[config.mk]
export PLATFORM = sky130hd
export DESIGN_NAME = sdc_arbiter
export DESIGN_NICKNAME = d
export VERILOG_FILES = /design/src/rtl/sdc_arbiter.sv
export SDC_FILE = /design/constraint.sdc
export NUM_CORES = 1
export LEC_CHECK = 0
export BUFFER_PORTS_ARGS = -buffer_cell sky130_fd_sc_hd__buf_2
export CELL_PAD_IN_SITES_DETAIL_PLACEMENT = 1
export CELL_PAD_IN_SITES_GLOBAL_PLACEMENT = 1
export CORE_ASPECT_RATIO = 0.75
export CORE_UTILIZATION = 34
export DETAILED_ROUTE_END_ITERATION = 7
export PLACE_DENSITY_LB_ADDON = 0.05
export SYNTH_ARGS = -nofsm -noshare
export SYNTH_HDL_FRONTEND = slang
export SYNTH_SLANG_ARGS = --single-unit
[constraint.sdc]
create_clock -name clk_sys -period 5.9 [get_ports clk_sys]
set_clock_uncertainty 0.15 [all_clocks]
set_input_delay 0.59 -clock clk_sys [delete_from_list [all_inputs] [get_ports clk_sys]]
set_output_delay 0.59 -clock clk_sys [all_outputs]
set_load 0.01 [all_outputs]
[src/rtl/sdc_arbiter.sv]
// Round-robin arbiter sharing the sd-card sector-read channel between NUM_REQ requesters; grant 1 cycle after request, bytes 1 cycle late.
// No backpressure: host bytes are forwarded unconditionally to the owner. Optional watchdog: define SDC_ARB_TIMEOUT_EN.
`timescale 1ns/1ps
module sdc_arbiter #(
  parameter int NUM_REQ        = 4,
  parameter int TIMEOUT_CYCLES = 28_000_000
) (
  input  logic                   clk_sys,
  input  logic                   reset,
  input  logic [NUM_REQ-1:0]     req_rd,
  input  logic [32*NUM_REQ-1:0]  req_sector,
  output logic [NUM_REQ-1:0]     req_done,
  output logic [NUM_REQ-1:0]     req_err,
  output logic [NUM_REQ-1:0]     req_strobe,
  output logic [8:0]             req_addr,
  output logic [7:0]             req_data,
  output logic [NUM_REQ-1:0]     grant,
  output logic [NUM_REQ-1:0]     sdc_rd,
  output logic [31:0]            sdc_sector,
  input  logic                   sdc_busy,
  input  logic                   sdc_done,
  input  logic                   sdc_byte_in_strobe,
  input  logic [8:0]             sdc_byte_in_addr,
  input  logic [7:0]             sdc_byte_in_data
);

  localparam int RW = (NUM_REQ > 1) ? $clog2(NUM_REQ) : 1;
  localparam logic [NUM_REQ-1:0] ONE = {{(NUM_REQ-1){1'b0}}, 1'b1};

  if (NUM_REQ < 2 || NUM_REQ > 8 || TIMEOUT_CYCLES < 1) begin : g_bad_cfg
    $error("sdc_arbiter: unsupported NUM_REQ or TIMEOUT_CYCLES");
  end

  typedef enum logic [1:0] {S_IDLE, S_ISSUE, S_BUSY} state_t;

  state_t              state_q;
  logic [RW-1:0]       rr_q;
  logic [RW-1:0]       gidx_q;
  logic [NUM_REQ-1:0]  grant_q;
  logic [NUM_REQ-1:0]  sdc_rd_q;
  logic [31:0]         sdc_sector_q;
  logic [NUM_REQ-1:0]  req_done_q;
  logic [NUM_REQ-1:0]  req_strobe_q;
  logic [8:0]          req_addr_q;
  logic [7:0]          req_data_q;

  logic                active;
  logic                complete;
  logic                expire;
  logic                pick_vld;
  logic [RW-1:0]       pick_idx;
  logic [RW-1:0]       cand;

  assign active   = (state_q != S_IDLE);
  assign complete = active && sdc_done;

  // Scan downward so the candidate nearest rr+1 is the last (winning) assignment.
  always_comb begin
    pick_vld = 1'b0;
    pick_idx = '0;
    cand     = '0;
    for (int k = NUM_REQ; k >= 1; k--) begin
      cand = RW'((int'(rr_q) + k) % NUM_REQ);
      if (req_rd[cand]) begin
        pick_vld = 1'b1;
        pick_idx = cand;
      end
    end
  end

  always_ff @(posedge clk_sys or posedge reset) begin
    if (reset) begin
      state_q      <= S_IDLE;
      rr_q         <= RW'(NUM_REQ - 1);
      gidx_q       <= '0;
      grant_q      <= '0;
      sdc_rd_q     <= '0;
      sdc_sector_q <= '0;
      req_done_q   <= '0;
      req_strobe_q <= '0;
      req_addr_q   <= '0;
      req_data_q   <= '0;
    end else begin
      req_done_q   <= '0;
      req_strobe_q <= '0;
      // A byte arriving alongside sdc_done is still delivered, aligned with req_done.
      if (active && sdc_byte_in_strobe) begin
        req_strobe_q <= grant_q;
        req_addr_q   <= sdc_byte_in_addr;
        req_data_q   <= sdc_byte_in_data;
      end

      if (complete) begin
        req_done_q <= grant_q;
        grant_q    <= '0;
        sdc_rd_q   <= '0;
        rr_q       <= gidx_q;
        state_q    <= S_IDLE;
      end else if (expire) begin
        grant_q    <= '0;
        sdc_rd_q   <= '0;
        rr_q       <= gidx_q;
        state_q    <= S_IDLE;
      end else begin
        unique case (state_q)
          S_IDLE: begin
            if (pick_vld) begin
              grant_q      <= ONE << pick_idx;
              sdc_rd_q     <= ONE << pick_idx;
              sdc_sector_q <= req_sector[32*pick_idx +: 32];
              gidx_q       <= pick_idx;
              state_q      <= S_ISSUE;
            end
          end
          S_ISSUE: begin
            if (sdc_busy) begin
              sdc_rd_q <= '0;
              state_q  <= S_BUSY;
            end
          end
          S_BUSY: begin
            state_q <= S_BUSY;
          end
          default: state_q <= S_IDLE;
        endcase
      end
    end
  end

`ifdef SDC_ARB_TIMEOUT_EN
  localparam int CW = $clog2(TIMEOUT_CYCLES + 1);

  logic [CW-1:0]      wd_q;
  logic [CW-1:0]      wd_d;
  logic [NUM_REQ-1:0] req_err_q;

  assign wd_d   = wd_q + 1'b1;
  assign expire = active && (wd_d == CW'(TIMEOUT_CYCLES));

  // Completion takes priority over expiry in the same cycle.
  always_ff @(posedge clk_sys or posedge reset) begin
    if (reset) begin
      wd_q      <= '0;
      req_err_q <= '0;
    end else begin
      req_err_q <= (expire && !complete) ? grant_q : '0;
      if (!active || complete || expire) begin
        wd_q <= '0;
      end else begin
        wd_q <= wd_d;
      end
    end
  end

  assign req_err = req_err_q;
`else
  assign expire  = 1'b0;
  assign req_err = '0;
`endif

  assign req_done   = req_done_q;
  assign req_strobe = req_strobe_q;
  assign req_addr   = req_addr_q;
  assign req_data   = req_data_q;
  assign grant      = grant_q;
  assign sdc_rd     = sdc_rd_q;
  assign sdc_sector = sdc_sector_q;

endmodule

==> flow_metrics.tcl, run 1 <==
set metrics [dict create \
    clkTransAtPathRegs_ns 0.06 \
    regArea_um2 1779 \
    synthArstFlopShare_pct 100.0 \
    grt_usage_pct 23.79 \
    final_antenna_net_count 0 \
    synth_area_leaders "dfrtp_1, mux2i_1, a221oi_1, mux2_2, o22ai_1" \
    slew_violations 0 \
    slew_headroom_pct 22.18 \
    multi_input_area_um2 1744 \
    grt_overflow 0 \
    grt_max_degree 72 \
    die_h_um 92.49 \
    grt_pass1_vias 3972 \
    busiest_layer "met2" \
    critPathKind "reg2reg" \
    post-cts-setup-buffer-count 0 \
    final_common_cell "buf_2" \
    cts_tree "yes" \
    wl_um 12980 \
    ios 223 \
    path_cells "inv_1, ha_1, nand2_1, buf_4, a221oi_1, o22ai_1" \
    gr-usage-met1_pct 27.77 \
    ys_types 36 \
    powerDensity_nw_per_um2 529.8 \
    hold_class "reg2reg" \
    finalHoldViolCount 0 \
    nFillCells 1261 \
    reg2reg_from "state_q[1]" \
    grt_util_met2_pct 42.23 \
    mappedNetlistArea_um2 3712 \
    finalSetupViolCount 0 \
    synth-seq-area-share_pct 47.93 \
    startpoint "state_q[1]" \
    rsz0062_at_grt "false" \
    yosys.area.top_type "dfrtp_1" \
    synthesis.instances 364 \
    clock_path_buffers 2 \
    place_ws_ns 3.156 \
    status "completed" \
    die-area_um2 11340 \
    worst_hold_startpoint "gidx_q[0]" \
    synth_warnings 0 \
    final_util_pct 48.87 \
    post_cts_resize_count 0 \
    clk-insertion-delay-late_ns 0.32 \
    nNetsFinal 722 \
    synth-edff-count 0 \
    cts_made_buffers 9 \
    die_x_um 122.7 \
    setup_tns_ns 0 \
    routedWlPerCell_um 18.36 \
    tightestPinTransition_ns 1.167 \
    ys_seq_elements 71 \
    layout_common_cells "buf_2, dfrtp_1, nor2_1, o21ai_0, o22ai_1" \
    antenna_found_initial 1 \
    post-route-drc-count 0 \
    layout-drive-gt1-share_pct 46.58 \
    post-route-min-period_ns 2.502 \
    viasPerCell 5.332 \
    synth_top_area_share_pct 46.51 \
    vdd_ir_drop_max_mv 0.2084 \
    drt_iter0_markers 157 \
    clkSinkCount 71 \
    rows 32 \
    num_antenna_cells 0 \
    leakage_nw 2.518 \
    syn-mean-instance-area_um2 10.20 \
    total_power_mw 2.706 \
    via_count 3770 \
    crit_required_ns 5.95 \
    crit_buf_inv 2 \
    maxCapViolations 0 \
    fin_ws_ns 3.398 \
    crit_slowest_cell "nand2_1" \
    path_max_fanout 23 \
    crit_family "simple AND/OR/NAND/NOR gates" \
    crit_arrival_ns 2.55 \
    hold_slack_ns 0.3253 \
    timing.fmax_ghz 0.3997 \
    place.gp.congestion 0.7446 \
    h-tree-depth 3 \
    grt_pass1_wl_um 20460 \
    finalCritPeriodShare_pct 42.40 \
    placement.io_buffers 218 \
    met3_usage_pct 7.697 \
    cts_hold_buffers 0 \
    cpPeakStageDelay_ns 0.56 \
    critPathLaunchType "flop" \
    syn_to_final_growth_pct 37.58 \
    synthFlopType "dfrtp_1" \
    place_hpwl_um 9450 \
    start_util_pct 35.52 \
    worstSetupEndpointType "flop" \
    core_area_um2 10450 \
    dr.pass1.iters 4 \
    cts-root-buf "clkbuf_16" \
]
-- report_power, final --
part	switching [mW]	internal (mW)	total [mW]
Clock	0.200	0.306	0.506
Sequential	0.144	0.722	0.866
Combinational	0.774	0.560	1.33
Total	1.12	1.59	2.71
-- kinds of logic (layout without fill, tap and decap cells) --
logic type / Yosys count / in the layout / synth area share [%]
simple gates: 84 / 84 / 10.45
compound gates: 122 / 122 / 22.41
other cells: 1 / 4 / 0.1010
flops: 71 / 71 / 47.93
mux: 45 / 45 / 12.71
buf+inv: 39 / 243 / 5.730
fa+ha+maj: 2 / 2 / 0.6740
-- layout make-up --
cell class / count / share of cell area (%)
inverters: 6 / 0.4410
well taps: 136 / 3.332
repair buffers: 221 / 21.80
clock inverters: 3 / 0.3430
clock buffers: 13 / 5.096
multi-input cells: 257 / 34.15
flip-flops and latches: 71 / 34.84
-- synth_stat cells (6+ instances only) --
cell and number:
a21oi_1 16, a221oi_1 27, a22o_1 6, and2_1 9
buf_2 7, buf_4 7, clkbuf_1 16, dfrtp_1 69
inv_1 6, mux2_2 17, mux2i_1 28, nand2_1 17
nor2_1 40, o21ai_0 33, o22ai_1 29
-- path summary, 6_finish.rpt --
kind | to | slack (ns) | cells after the start
setup / recovery | sdc_sector[14] | 3.40 | 6
hold / removal | rr_q[0] | 0.33 | 2
setup reg to reg | sdc_sector[14] | 3.40 | 6
hold reg to reg | rr_q[0] | 0.33 | 2
min in group asynchronous | req_data[5] | 0.39 | 3
max in group asynchronous | req_data[0] | 4.60 | 3
-- stage by stage --
| stage | instances | area, um^2 |
|---|---|---|
| 2_1_floorplan | 367 | 3724 |
| 3_3_place_gp | 691 | 4830 |
| 3_5_place_dp | 691 | 4830 |
| 4_1_cts | 707 | 5107 |
| 5_1_grt | 707 | 5107 |
| 6_report | 707 | 5107 |
-- flip-flops by register name (all words and copies together), names as in the netlist --
register	cells
sdc_sector	32
req_addr	9
req_data	8
grant	4
req_done	4
req_strobe	4
sdc_rd	4
gidx_q	2
rr_q	2
state_q	2
-- routing by layer --
layer  routed length, um  part of all wire (%)
met5                  17                  0.13
met1                5352                    41
met2                6594                    51
met3                 831                   6.4
met4                 183                   1.4
-- tightest hold or removal path: stages, from the launching register on --
cell and delay (ns):
dfrtp_1 0.34, nand2_1 0.05, nand2_1 0.05
No activity file was read; power rests on OpenSTA's default activity.
==> run 2, diff against run 1 <==
- ABC_AREA: not set -> 1
- CORE_UTILIZATION: 34 -> 31
- clock period: 5.9 -> 2.4 ns (I/O delays scaled with it)
==> run 2 against run 1 <==
  * Global-route usage is 0.31 points higher
  * Sequential cell count stayed put
  * Register-to-register slack worse by 3.4 ns
  * Cell area is 25% higher
  * Critical path depth is 8 higher
  * Via count is 31% higher
  * Cell count is 46% higher
  * Sequential share of layout area is 6.9 points lower
  * Clock power is 150% higher
  * Setup slack worse by 3.4 ns
  * Synthesized cell count is 67% higher
  * Critical endpoint is now sdc_sector[16]
  * Largest cell class is now multi-input gates
  * Largest power group unchanged
==> flow_metrics.tcl, run 2 <==
set metrics [dict create \
    synthAdderAreaFrac_pct 0.5907 \
    reg2reg_to "sdc_sector[16]" \
    num_antenna_cells 0 \
    grt_pass1_vias 5148 \
    crit_slowest_cell "dfstp_2" \
    clkSinkCount 71 \
    tightestPinTransition_ns 0.6393 \
    gr-usage-met1_pct 29.33 \
    placed_cells 981 \
    synth_xor_area_share_pct 0 \
    drt_iter0_markers 147 \
    path_max_fanout 8 \
    rsz0062_at_grt "true" \
    cts_tree "yes" \
    antenna_found_initial 1 \
    synth_top_family_by_area "simple AND/OR/NAND/NOR gates" \
    nNetsFinal 1014 \
    synth_area_leaders "dfrtp_1, nand2_1, nand3_1, mux2_2, inv_1" \
    synth-edff-count 0 \
    h-tree-depth 3 \
    core_area_um2 13150 \
    cpMostUsedCell "nand2_2" \
    critPathLaunchType "flop" \
    clkTransAtPathRegs_ns 0.06 \
    status "completed" \
    busiest_layer "met2" \
    grt_util_met2_pct 41.88 \
    layout_common_cells "nand2_1, buf_2, dfrtp_1, nand3_1, inv_1" \
    reg2regPathDepth 14 \
    clock_path_buffers 2 \
    synth_compound_area_share_pct 3.219 \
    dr.pass1.iters 4 \
    worst_hold_startpoint "req_sector[126]" \
    crit_family "simple AND/OR/NAND/NOR gates" \
    finalCritPeriodShare_pct 99.68 \
    finalHoldViolCount 0 \
    timing.fmax_ghz 0.4180 \
    synthArstFlopShare_pct 100.0 \
    ios 223 \
    final_common_cell "nand2_1" \
    worstSetupEndpointType "flop" \
    vdd_ir_drop_max_mv 0.5809 \
    cts-root-buf "clkbuf_16" \
    ys_seq_elements 71 \
    place_hpwl_um 12070 \
    hold_class "in2reg" \
    routedWlPerCell_um 17.46 \
    yosys.area.top_type "dfrtp_1" \
    synth_mux_area_share_pct 4.519 \
    crit_buf_inv 3 \
    grt_overflow 0 \
    path_cells "clkinv_4, nand2_2, nand2_4, nand2_2, o21ai_2, inv_2, nand2_2, nand2_4, nand2_8, buf_8, nor2_4, nand3_1, and2_1, nand2_1" \
    synthesis.instances 608 \
    die_h_um 103.2 \
    ys_types 30 \
    post-route-drc-count 0 \
    final_antenna_net_count 0 \
    powerDensity_nw_per_um2 1622 \
    place.gp.congestion 0.8236 \
    maxCapViolations 0 \
    total_power_mw 10.34 \
    rows 36 \
    grt_usage_pct 24.09 \
    grt_pass1_wl_um 25760 \
    synthFlopType "dfrtp_1" \
    syn_to_final_growth_pct 50.44 \
    finalSetupViolCount 0 \
    grt_max_degree 52 \
    synthSimpleGateAreaFrac_pct 40.90 \
    placement.io_buffers 218 \
    rrSetupSlack_ns 0.008 \
    slew_headroom_pct 57.33 \
    reg2reg_from "rr_q[0]" \
    synth-seq-area-share_pct 42.00 \
    cts_made_buffers 9 \
    stdcell_count 1034 \
    via_count 4950 \
    wl_um 18050 \
    leakage_nw 3.666 \
    synth_warnings 0 \
    largest_reg_flops 32 \
    min_to "sdc_sector[30]" \
    met3_usage_pct 6.920 \
    critPathKind "reg2reg" \
    die-area_um2 14140 \
    syn-mean-instance-area_um2 6.968 \
    ys_top_cells_by_count "nand2_1, dfrtp_1, nand3_1" \
    viasPerCell 4.787 \
    crit_required_ns 2.53 \
    yosysMostFrequentCell "nand2_1" \
    synth_top_area_share_pct 40.76 \
    worstHoldPathCells 5 \
    cpPeakStageDelay_ns 0.61 \
    slew_violations 0 \
    crit_arrival_ns 2.52 \
    mappedNetlistArea_um2 4237 \
    clk-insertion-delay-late_ns 0.34 \
    layout-drive-gt1-share_pct 37.43 \
    start_util_pct 32.21 \
    die_x_um 137.0 \
    post-route-min-period_ns 2.392 \
]
run 2: cell count changes after synthesis, sizes merged, moves of 18 or more:
cell	previous run	this run
mux2i	28	0
nand3	4	65
o22ai	29	7
a221oi	28	0
nand2	17	323
o21ai	33	13
nor2	41	23
inv	6	34
run 2: cell families (layout without fill, tap and decap cells):
group,count (synthesis),count (layout)
other cells,1,4
buf+inv,72,323
flops,71,71
compound gates,24,24
mux,17,17
fa+ha+maj,2,2
simple gates,421,422
run 2: layout make-up:
type	instances	area (um^2)
repair buffers	273	1742
fillers	1723	6779
inverters	34	136.4
clock buffers	10	229.0
well taps	171	214.0
flip-flops and latches	71	1779
multi-input cells	469	2227
clock inverters	6	46.29
run 2: worst max path at each step:
stage	slack, ns	depth (start not counted)	start	endpoint
after floorplan	0.22	1	reset	gidx_q[0]
after global placement	0.06	11	rr_q[0]	sdc_sector[16]
after detailed placement	-0.09	13	rr_q[0]	sdc_sector[14]
after CTS	0.02	13	rr_q[0]	sdc_sector[8]
after global routing	-0.10	13	rr_q[0]	sdc_sector[3]
final	0.008	14	rr_q[0]	sdc_sector[16]
run 2: power breakdown:
part           internal (mW)  switching (mW)
Sequential              1.74           0.295
Clock                  0.705           0.558
Combinational           2.78            4.25
Total                   5.23            5.11
run 2: metal layers:
layer | vias up | wire (um)
li1 | 2389 | -
met1 | 2398 | 7903
met2 | 143 | 8804
met3 | 20 | 1138
met4 | 0 | 202
met5 | - | 0
run 2: what timing repair did:
action,CTS,global route
pin swaps,3,10
resized for setup,6,38
buffers inserted,3,10
endpoints found under the hold margin,52,0
endpoints found under the setup margin,4,40
hold buffers,19,0
cloned,1,4
run 2: per-stage QoR:
stage | setup slack, ns | setup TNS [ns] | hold WS [ns] | cell area (um^2) | util (%)
floorplan | 0.2167 | 0 | 0.2229 | 4248 | -
global placement | 0.06110 | 0 | 0.1749 | 5537 | 42.09
detailed placement | -0.09006 | -0.2826 | 0.1901 | 5537 | 42.09
CTS | 0.01825 | 0 | 0.02652 | 6050 | 46.00
global route | -0.1047 | -2.300 | 0.06266 | 6374 | 48.46
finish | 0.007578 | 0 | 0.04084 | 6374 | 48.46
run 2: worst register-to-register path: stages (launching register included):
cell and delay, ns:
dfstp_2 0.61, clkinv_4 0.12, nand2_2 0.10, nand2_4 0.07
nand2_2 0.10, o21ai_2 0.08, inv_2 0.11, nand2_2 0.08
nand2_4 0.15, nand2_8 0.11, buf_8 0.17, nor2_4 0.18
nand3_1 0.10, and2_1 0.16, nand2_1 0.06
